$ cat src/rtl/dme_pkg.sv
// Shared types and defaults for the DME pulse-pair receiver.
package dme_pkg;
  typedef enum logic [1:0] {IDLE, ARMED, PAIR} state_e;

  localparam logic MODE_X = 1'b0;
  localparam logic MODE_Y = 1'b1;

  localparam int DEF_SPACING_X   = 12;
  localparam int DEF_SPACING_Y   = 36;
  localparam int DEF_SPACING_TOL = 1;
  localparam int DEF_TIMEOUT     = 4095;
endpackage

$ cat src/rtl/dme_moving_average.sv
// Boxcar moving average over 2**AVG_LOG2 samples, advanced only on en.
module dme_moving_average #(
  parameter int ADC_W    = 12,
  parameter int AVG_LOG2 = 7
) (
  input  logic             clk,
  input  logic             reset,
  input  logic             en,
  input  logic [ADC_W-1:0] in,
  output logic [ADC_W-1:0] out
);
  localparam int DEPTH = 1 << AVG_LOG2;
  localparam int SUM_W = ADC_W + AVG_LOG2;

  logic [DEPTH-1:0][ADC_W-1:0] win_q;
  logic [SUM_W-1:0]            sum_q, sum_d;
  logic [ADC_W-1:0]            out_q;

  // Modular add/sub: any transient wrap cancels since the true window sum fits SUM_W.
  assign sum_d = sum_q + SUM_W'(in) - SUM_W'(win_q[DEPTH-1]);
  assign out   = out_q;

  always_ff @(posedge clk) begin
    if (reset) begin
      win_q <= '0;
      sum_q <= '0;
      out_q <= '0;
    end else if (en) begin
      win_q <= {win_q[DEPTH-2:0], in};
      sum_q <= sum_d;
      out_q <= sum_d[SUM_W-1:AVG_LOG2];
    end
  end
endmodule

$ cat src/rtl/dme_pulse_pair_receiver.sv
// DME receiver front end: envelope, threshold edge detect and X/Y pulse-pair
// decoding, reporting the range delay in samples to the first pulse.
module dme_pulse_pair_receiver import dme_pkg::*; #(
  parameter int CLK_DIV     = 100,
  parameter int ADC_W       = 12,
  parameter int AVG_LOG2    = 7,
  parameter int SPACING_X   = DEF_SPACING_X,
  parameter int SPACING_Y   = DEF_SPACING_Y,
  parameter int SPACING_TOL = DEF_SPACING_TOL,
  parameter int TIMEOUT     = DEF_TIMEOUT,
  parameter int CNT_W       = 32
) (
  input  logic             clk,
  input  logic             reset,
  input  logic             start,
  input  logic             mode,
  input  logic [ADC_W-1:0] threshold,
  input  logic [ADC_W-1:0] adc_signal,
  output logic             busy,
  output logic [CNT_W-1:0] p1,
  output logic             valid,
  output logic             timeout,
  output logic [ADC_W-1:0] env
);
  localparam int DIV_W = (CLK_DIV > 1) ? $clog2(CLK_DIV) : 1;
  localparam logic [CNT_W-1:0] LO_X = CNT_W'(SPACING_X - SPACING_TOL);
  localparam logic [CNT_W-1:0] HI_X = CNT_W'(SPACING_X + SPACING_TOL);
  localparam logic [CNT_W-1:0] LO_Y = CNT_W'(SPACING_Y - SPACING_TOL);
  localparam logic [CNT_W-1:0] HI_Y = CNT_W'(SPACING_Y + SPACING_TOL);
  localparam logic [CNT_W-1:0] TMO  = CNT_W'(TIMEOUT);

  state_e           state_q;
  logic [DIV_W-1:0] div_q;
  logic             se, hit, edge_ev, above_q, mode_q;
  logic [CNT_W-1:0] elapsed_q, elapsed_inc, t1_q, p1_q, d, s_lo, s_hi;
  logic             valid_q, timeout_q;
  logic             in_win, tmo_hit;

  dme_moving_average #(.ADC_W(ADC_W), .AVG_LOG2(AVG_LOG2)) u_avg (
    .clk   (clk),
    .reset (reset),
    .en    (se),
    .in    (adc_signal),
    .out   (env)
  );

  assign se          = (div_q == DIV_W'(CLK_DIV - 1));
  assign hit         = (env >= threshold);
  assign edge_ev     = hit & ~above_q;
  assign elapsed_inc = (&elapsed_q) ? elapsed_q : elapsed_q + CNT_W'(1);
  assign d           = elapsed_q - t1_q;
  assign s_lo        = (mode_q == MODE_Y) ? LO_Y : LO_X;
  assign s_hi        = (mode_q == MODE_Y) ? HI_Y : HI_X;
  assign in_win      = (d >= s_lo) && (d <= s_hi);
  assign tmo_hit     = (elapsed_q == TMO);

  assign busy    = (state_q != IDLE);
  assign p1      = p1_q;
  assign valid   = valid_q;
  assign timeout = timeout_q;

  always_ff @(posedge clk) begin
    if (reset) begin
      div_q   <= '0;
      above_q <= 1'b0;
    end else begin
      div_q <= se ? '0 : div_q + DIV_W'(1);
      if (se) above_q <= hit;
    end
  end

  always_ff @(posedge clk) begin
    if (reset) begin
      state_q   <= IDLE;
      mode_q    <= MODE_X;
      elapsed_q <= '0;
      t1_q      <= '0;
      p1_q      <= '0;
      valid_q   <= 1'b0;
      timeout_q <= 1'b0;
    end else begin
      valid_q   <= 1'b0;
      timeout_q <= 1'b0;
      unique case (state_q)
        IDLE: if (start) begin
          state_q   <= ARMED;
          mode_q    <= mode;
          elapsed_q <= '0;
        end
        ARMED: if (se) begin
          elapsed_q <= elapsed_inc;
          if (tmo_hit) begin
            timeout_q <= 1'b1;
            state_q   <= IDLE;
          end else if (edge_ev) begin
            t1_q    <= elapsed_q;
            state_q <= PAIR;
          end
        end
        PAIR: if (se) begin
          elapsed_q <= elapsed_inc;
          // A good pair on the timeout sample still counts as a measurement.
          if (edge_ev && in_win) begin
            p1_q    <= t1_q;
            valid_q <= 1'b1;
            state_q <= IDLE;
          end else if (tmo_hit) begin
            timeout_q <= 1'b1;
            state_q   <= IDLE;
          end else if (edge_ev) begin
            t1_q <= elapsed_q;
          end else if (d > s_hi) begin
            state_q <= ARMED;
          end
        end
        default: state_q <= IDLE;
      endcase
    end
  end
endmodule

$ cat config.mk
export PLATFORM = sky130hd
export DESIGN_NAME = dme_pulse_pair_receiver
export DESIGN_NICKNAME = d
export VERILOG_FILES = /design/src/rtl/dme_pkg.sv /design/src/rtl/dme_moving_average.sv /design/src/rtl/dme_pulse_pair_receiver.sv
export SDC_FILE = /design/constraint.sdc
export NUM_CORES = 2
export LEC_CHECK = 0
export ABC_CLOCK_PERIOD_IN_PS = 10600
export CAP_MARGIN = 25
export CORE_MARGIN = 4
export CORE_UTILIZATION = 50
export DETAILED_ROUTE_END_ITERATION = 12
export MAX_ROUTING_LAYER = met4
export PLACE_DENSITY = 0.63
export SLEW_MARGIN = 10
export SYNTH_ARGS = -nofsm -noshare
export SYNTH_HDL_FRONTEND = slang
export SYNTH_SLANG_ARGS = --single-unit
$ cat constraint.sdc
create_clock -name clk -period 10.6 [get_ports clk]
set_clock_uncertainty 0.2 [all_clocks]
set_input_delay 1.59 -clock clk [delete_from_list [all_inputs] [get_ports clk]]
set_output_delay 1.59 -clock clk [all_outputs]
set_load 0.1 [all_outputs]
== Word-level counts from Yosys, hierarchy flattened ==
Index checks and enable logic that the tools add are counted.
Widths: inputs -> output; s select.

* Mux-type cells: 28
* Reductions and logical operators: 15
* Order comparisons: 4
* Eq/ne operators: 13
* $add $sub $neg: 5
* Bitwise operators: 4

{| class="wikitable"
|+ Operators by type and width
! kind !! number
|-
| $mux 32 || 8
|-
| $pmux 32 s2 || 2
|-
| $add 32x1->32 const B || 1
|-
| $eq 32x12->1 const B || 1
|-
| $ge 32x6->1 || 1
|-
| $gt 32x6->1 || 1
|-
| $le 32x6->1 || 1
|-
| $reduce_and 32->1 || 1
|-
| $sub 32x32->32 || 1
|-
| $add 19x12->19 || 1
|-
| $sub 19x12->19 || 1
|-
| $mux 2 || 9
|-
| $ge 12x12->1 || 1
|-
| $mux 6 || 2
|-
| $ne 2x2->1 const B || 5
|-
| $ne 4x4->1 const B || 2
|-
| $reduce_and 4->1 || 2
|-
| $add 7x1->7 const B || 1
|-
| $eq 7x7->1 const B || 1
|-
| $pmux 2 s3 || 1
|-
| $reduce_and 6->1 || 1
|-
| $reduce_bool 2->1 || 3
|-
| $mux 1 || 5
|-
| $reduce_or 2->1 || 2
|-
| other kinds (12) || 15
|}

* Output and inout port bits: 47
* Flip-flop bits (word level): 1676
* Bits of input ports: 28

== Depth between registers and ports, before layout ==
* Depth in word-level cells: 8
* Gate-level depth with buffers: 19
* Gate-level depth less buffers: 18

== Hierarchy ==
Synthesis repeated with hierarchy kept, for this count alone.

* Cells, all modules: 6085
* Area, all modules: 62617.6 um^2

{| class="wikitable"
|+ By module, submodules not included
! module !! cells each !! area each (um^2) !! instances
|-
| dme_moving_average || 5216 || 55508.2 || 1
|-
| dme_pulse_pair_receiver || 869 || 7109.3 || 1
|}

== Worst setup path before layout ==
Ideal clock, no wire load.

* Kind: input to register
* Start point: input port adc_signal[1]
* End point: register u_avg.out_q[10], in the netlist u_avg.out[10]
* Arrival: 4.307 ns
* Stages on the path: 15
* Data required time: 10.271 ns
* Path slack: 5.964 ns
* Path buffers: 0
* Path through: inv_1 -> fa_1 -> inv_1 -> ha_1 -> a21o_1 -> a21oi_1 -> nand2b_1 -> a211oi_1 -> nor2_1 -> a211o_1 -> o21ai_0 -> a31oi_1 -> o21ai_0 -> xnor2_1 -> o31ai_1

* Longest elaborated chain between the ends: 2

{| class="wikitable"
|+ RTL lines
! element !! line !! RTL
|-
| from (decl) || dme_pulse_pair_receiver.sv:18 || <nowiki>input logic [ADC_W-1:0] adc_signal,</nowiki>
|-
| $add 19x12->19 || dme_moving_average.sv:20 || <nowiki>assign sum_d = sum_q + SUM_W'(in) - SUM_W'(win_q[DEPTH-1]);</nowiki>
|-
| $sub 19x12->19 || dme_moving_average.sv:20 ||
|-
| to (signal assigned) || dme_moving_average.sv:31 || <nowiki>out_q <= sum_d[SUM_W-1:AVG_LOG2];</nowiki>
|-
| to (decl) || dme_moving_average.sv:17 || <nowiki>logic [ADC_W-1:0] out_q;</nowiki>
|}

No other way between the ends.
A chain may end at the register's enable or synchronous reset.

== Final worst setup path ==
* Start point: register elapsed_q[1]
* End point: register p1_q[5], in the netlist p1[5]

* Longest elaborated chain between the ends: 5

{| class="wikitable"
|+ RTL lines
! element !! line !! RTL
|-
| from (decl) || dme_pulse_pair_receiver.sv:35 || <nowiki>logic [CNT_W-1:0] elapsed_q, elapsed_inc, t1_q, p1_q, d, s_lo, s_hi;</nowiki>
|-
| from (signal assigned) || dme_pulse_pair_receiver.sv:91 || <nowiki>elapsed_q <= elapsed_inc;</nowiki>
|-
| from (signal assigned) || dme_pulse_pair_receiver.sv:101 || <nowiki>elapsed_q <= elapsed_inc;</nowiki>
|-
| $sub 32x32->32 (*) || dme_pulse_pair_receiver.sv:51 || <nowiki>assign d = elapsed_q - t1_q;</nowiki>
|-
| $ge 32x6->1 / $le 32x6->1 (equally long branches) || dme_pulse_pair_receiver.sv:54 || <nowiki>assign in_win = (d >= s_lo) && (d <= s_hi);</nowiki>
|-
| $logic_and 1x1->1 (*) || dme_pulse_pair_receiver.sv:54 ||
|-
| $logic_and 1x1->1 (*) || dme_pulse_pair_receiver.sv:103 || <nowiki>if (edge_ev && in_win) begin</nowiki>
|-
| $reduce_and 3->1 (no source line) (*) || -- ||
|-
| to (signal assigned) || dme_pulse_pair_receiver.sv:104 || <nowiki>p1_q <= t1_q;</nowiki>
|-
| to (decl) || dme_pulse_pair_receiver.sv:35 ||
|}

Every way passes the cells marked *; elsewhere a longest branch is shown, timed or not.

==> summary.md <==
| Metric | Value |
|---|---|
| Status | completed |
| Hold Vio Cnt, Final | 0 |
| DRC viols | 0 |
| Top post-synthesis cells by area | dfxtp_1, nand2_1, a21oi_1 |
| Final setup viols | 0 |
| Routed Antenna Nets | 0 |
| Total negative slack | 0 ns |
| IO Port Bufs | 74 |
| Hpwl dp | 58800 µm |
| Cell breakdown of the critical path | ha_1 -> nor2b_1 -> o31ai_1 -> a21oi_1 -> a21oi_1 -> ha_1 -> nand2b_1 -> o41a_1 -> a2111oi_2 -> nand4_1 -> a2111oi_2 -> o2111ai_1 -> nor4b_2 -> nand4_2 -> nor3_4 -> buf_4 -> mux2i_1 -> nor2_1 |
| H-tree depth | 4 |
| Avg Cell Area, Syn | 7.82 µm² |
| Worst-margin pin slew | 1.22 ns |
| CTS Buffer Depth | 3 |
| Vias | 47100 |
| EDFF count, synth | 0 |
| Worst Path Arrival | 5.82 ns |
| CP peak stage delay | 0.53 ns |
| Vias per cell | 5.09 |
| FMAX | 0.185 GHz |
| CTS Root Buffer Type | clkbuf_16 |
| Worst IR Drop VDD | 0.153 mV |
| Core outline area | 0.120 mm² |
| ANT cells | 0 |
| RSZ-0062 raised after global routing | false |
| Antenna violations before repair | 0 |
| Worst hold path class | reg2reg |
| Finished Layout Cells | 9247 |
| Startpoint types | flip-flop |
| CP max stage cell | buf_4 |
| Register area share after synthesis | 54.6% |
| 1st-pass router iterations | 7 |
| Max_cap viols | 0 |
| Min Tclk post-route | 5.41 ns |
| GR Util All Layers | 17.4% |
| Setup bufs post-CTS | 0 |
| RePlAce Congestion | 0.864 |
| Fillers | 11400 |
| Die height | 357 µm |
| CP required | 11.01 ns |
| Grt ovf | 0 |
| LEAKAGE | 22.3 nW |
| Most frequent cells in the layout | nand2_1, dfxtp_1, a21oi_1 |
| Cell count after synthesis | 7795 |
| Period utilization | 51.1% |
| CTS Hold Bufs | 0 |
| Slew HR | 18.4% |
| Delay-heaviest family, CP | compound AO/OA/AOI/OAI gates |
| Area leader, netlist | dfxtp_1 |
| Slew Viols, Final | 0 |
| Simple-gate share of the synthesized area | 22.0% |
| Synth Area in Adders | 1.86% |
| CTS tree | done |
| Cell Area, Synth | 0.0610 mm² |
| Die width | 357 µm |
| Post-synthesis xor/xnor area fraction | 0.819% |
| Synth Register Bits | 1664 |
| Worst-path clk slew | 0.06 ns |
| Drt total wl | 111000 µm |
| Nets | 7622 |
| Area growth syn-to-layout | 10.7% |
| Routed wire per std cell | 12.0 µm |
| Number of I/O pins | 75 |
| TritonCTS Sinks | 1664 |
| Syn nets | 7906 |
| Largest family of logic cells by synthesized area | simple AND/OR/NAND/NOR gates |
| Commonest non-fill, non-tap cell in the layout | nand2_1 |
| DIE AREA | 0.128 mm² |
| Starting Density | 50.6% |
| CTS buffer count | 167 |
| Crit path capture type | flip-flop |
| Share of cells above drive strength 1 | 4.03% |
| Mux contribution to synthesized area | 1.17% |
| Synth top area share | 54.6% |
| Number of global-route vias before repair | 42300 |
| Netlist cell types | 74 |
| DRT iter0 DRCs | 4158 |
| First-pass GRT wire length | 191000 µm |
| Power density over cell area | 182 mW/mm² |
| Worst Path Buf+Inv | 1 |
| PostCTS Resize Cnt | 0 |
| Synth async-reset ratio | 0% |
| Max FO, Critical Path | 30 |
| Clock latency on the worst-skew pair | 0.76 ns |
| Placed cells | 8952 |
| Synth warn | 0 |
| Largest net degree at the start of global routing | 259 |
| Std cell rows | 127 |
| Post-synthesis compound-gate area fraction | 15.1% |
| Top FF cell, synth | dfxtp_1 |
| Crit Path Category | reg2reg |
[flip-flops by register name (all words and copies together), names as in the netlist]
register and cells:
p1 32, u_avg.win_q 1536, timeout 1, valid 1, t1_q 32, u_avg.sum_q 7, elapsed_q 32, div_q 7
u_avg.out 12, state_q 2, above_q 1, mode_q 1
[worst reg2reg max path, stage by stage, from the launching register on]
cell	delay, ns
dfxtp_1	0.45
ha_1	0.27
nor2b_1	0.15
o31ai_1	0.42
a21oi_1	0.16
a21oi_1	0.17
ha_1	0.22
nand2b_1	0.07
o41a_1	0.35
a2111oi_2	0.29
nand4_1	0.16
a2111oi_2	0.37
o2111ai_1	0.18
nor4b_2	0.34
nand4_2	0.30
nor3_4	0.31
buf_4	0.53
mux2i_1	0.26
nor2_1	0.06
[area by class of cell]
type	instances	area [µm²]	area share (%)
inverter	122	458	0.678
tap	1612	2020	2.99
clock inverter	37	380	0.563
clock buffer	256	5030	7.46
sequential	1664	33300	49.3
multi-input combinational	5444	25000	37.1
timing repair buffer	112	1270	1.88
[path summary, 6_finish.rpt]
kind / start / cells past startpoint / end / slack, ns
worst max-delay path: elapsed_q[1] / 18 / p1[5] / 5.19
worst min-delay path: u_avg.win_q[681] / 2 / u_avg.win_q[693] / 0.23
worst max register to register: elapsed_q[1] / 18 / p1[5] / 5.19
worst min register to register: u_avg.win_q[681] / 2 / u_avg.win_q[693] / 0.23
[where the power goes]
| part | total, W | internal (W) | switching, W |
|---|---|---|---|
| Sequential | 0.00627 | 0.00626 | 0.00000681 |
| Combinational | 0.000294 | 0.0000791 | 0.000215 |
| Clock | 0.00572 | 0.00338 | 0.00233 |
| Total | 0.0123 | 0.00972 | 0.00256 |
[synthesized netlist by cell type (3+ instances only)]
library cell,n
a2111oi_0,7
a211o_1,4
a211oi_1,9
a21boi_0,4
a21o_1,16
a21oi_1,1608
a2bb2oi_1,3
a31oi_1,5
and2_1,4
and3_1,8
and4_1,5
buf_4,15
buf_6,3
clkbuf_1,547
dfxtp_1,1664
fa_1,13
ha_1,70
inv_1,122
mux2i_1,68
nand2_1,3151
nand2b_1,16
nand3_1,43
nand3b_1,3
nand4_1,18
nor2_1,140
nor2b_1,8
nor3_1,24
nor3b_1,3
nor4_1,13
nor4b_1,3
o211ai_1,8
o21a_1,12
o21ai_0,30
o21ai_1,11
o21bai_1,5
o311a_1,3
o31ai_1,13
or2_2,7
or3_1,10
xnor2_1,26
xor2_1,31
[routing by layer]
metal / vias to the layer above / wire length, µm / GRT usage [%]
li1: 24600 / - / -
met1: 21700 / 55500 / 22.5
met2: 549 / 49000 / 28.0
met3: 179 / 3900 / 3.03
met4: 0 / 2310 / 5.14
met5: - / 0 / -
[through the flow]
| stage | utilization [%] | total power (W) | setup WS [ns] | hold WS (ns) | cell area, µm² |
|---|---|---|---|---|---|
| after floorplan | - | 0.00662 | 5.96 | 0.232 | 61000 |
| after global placement | 51.5 | 0.00670 | 5.06 | 0.235 | 62000 |
| after detailed placement | 51.5 | 0.00670 | 5.01 | 0.240 | 62000 |
| after CTS | 56.0 | 0.0125 | 5.18 | 0.227 | 67400 |
| after global routing | 56.0 | 0.0128 | 4.80 | 0.252 | 67500 |
| final | 56.0 | 0.0123 | 5.19 | 0.233 | 67500 |
[cell families after synthesis]
group                    count (synthesis)
AND/OR/NAND/NOR                       3465
AO/OA/AOI/OAI                         1768
flip-flops                            1664
buffers and inverters                  687
adder cells (fa/ha/maj)                 83
multiplexers                            71
XOR/XNOR                                57
Power figures use the tool's default switching activity.
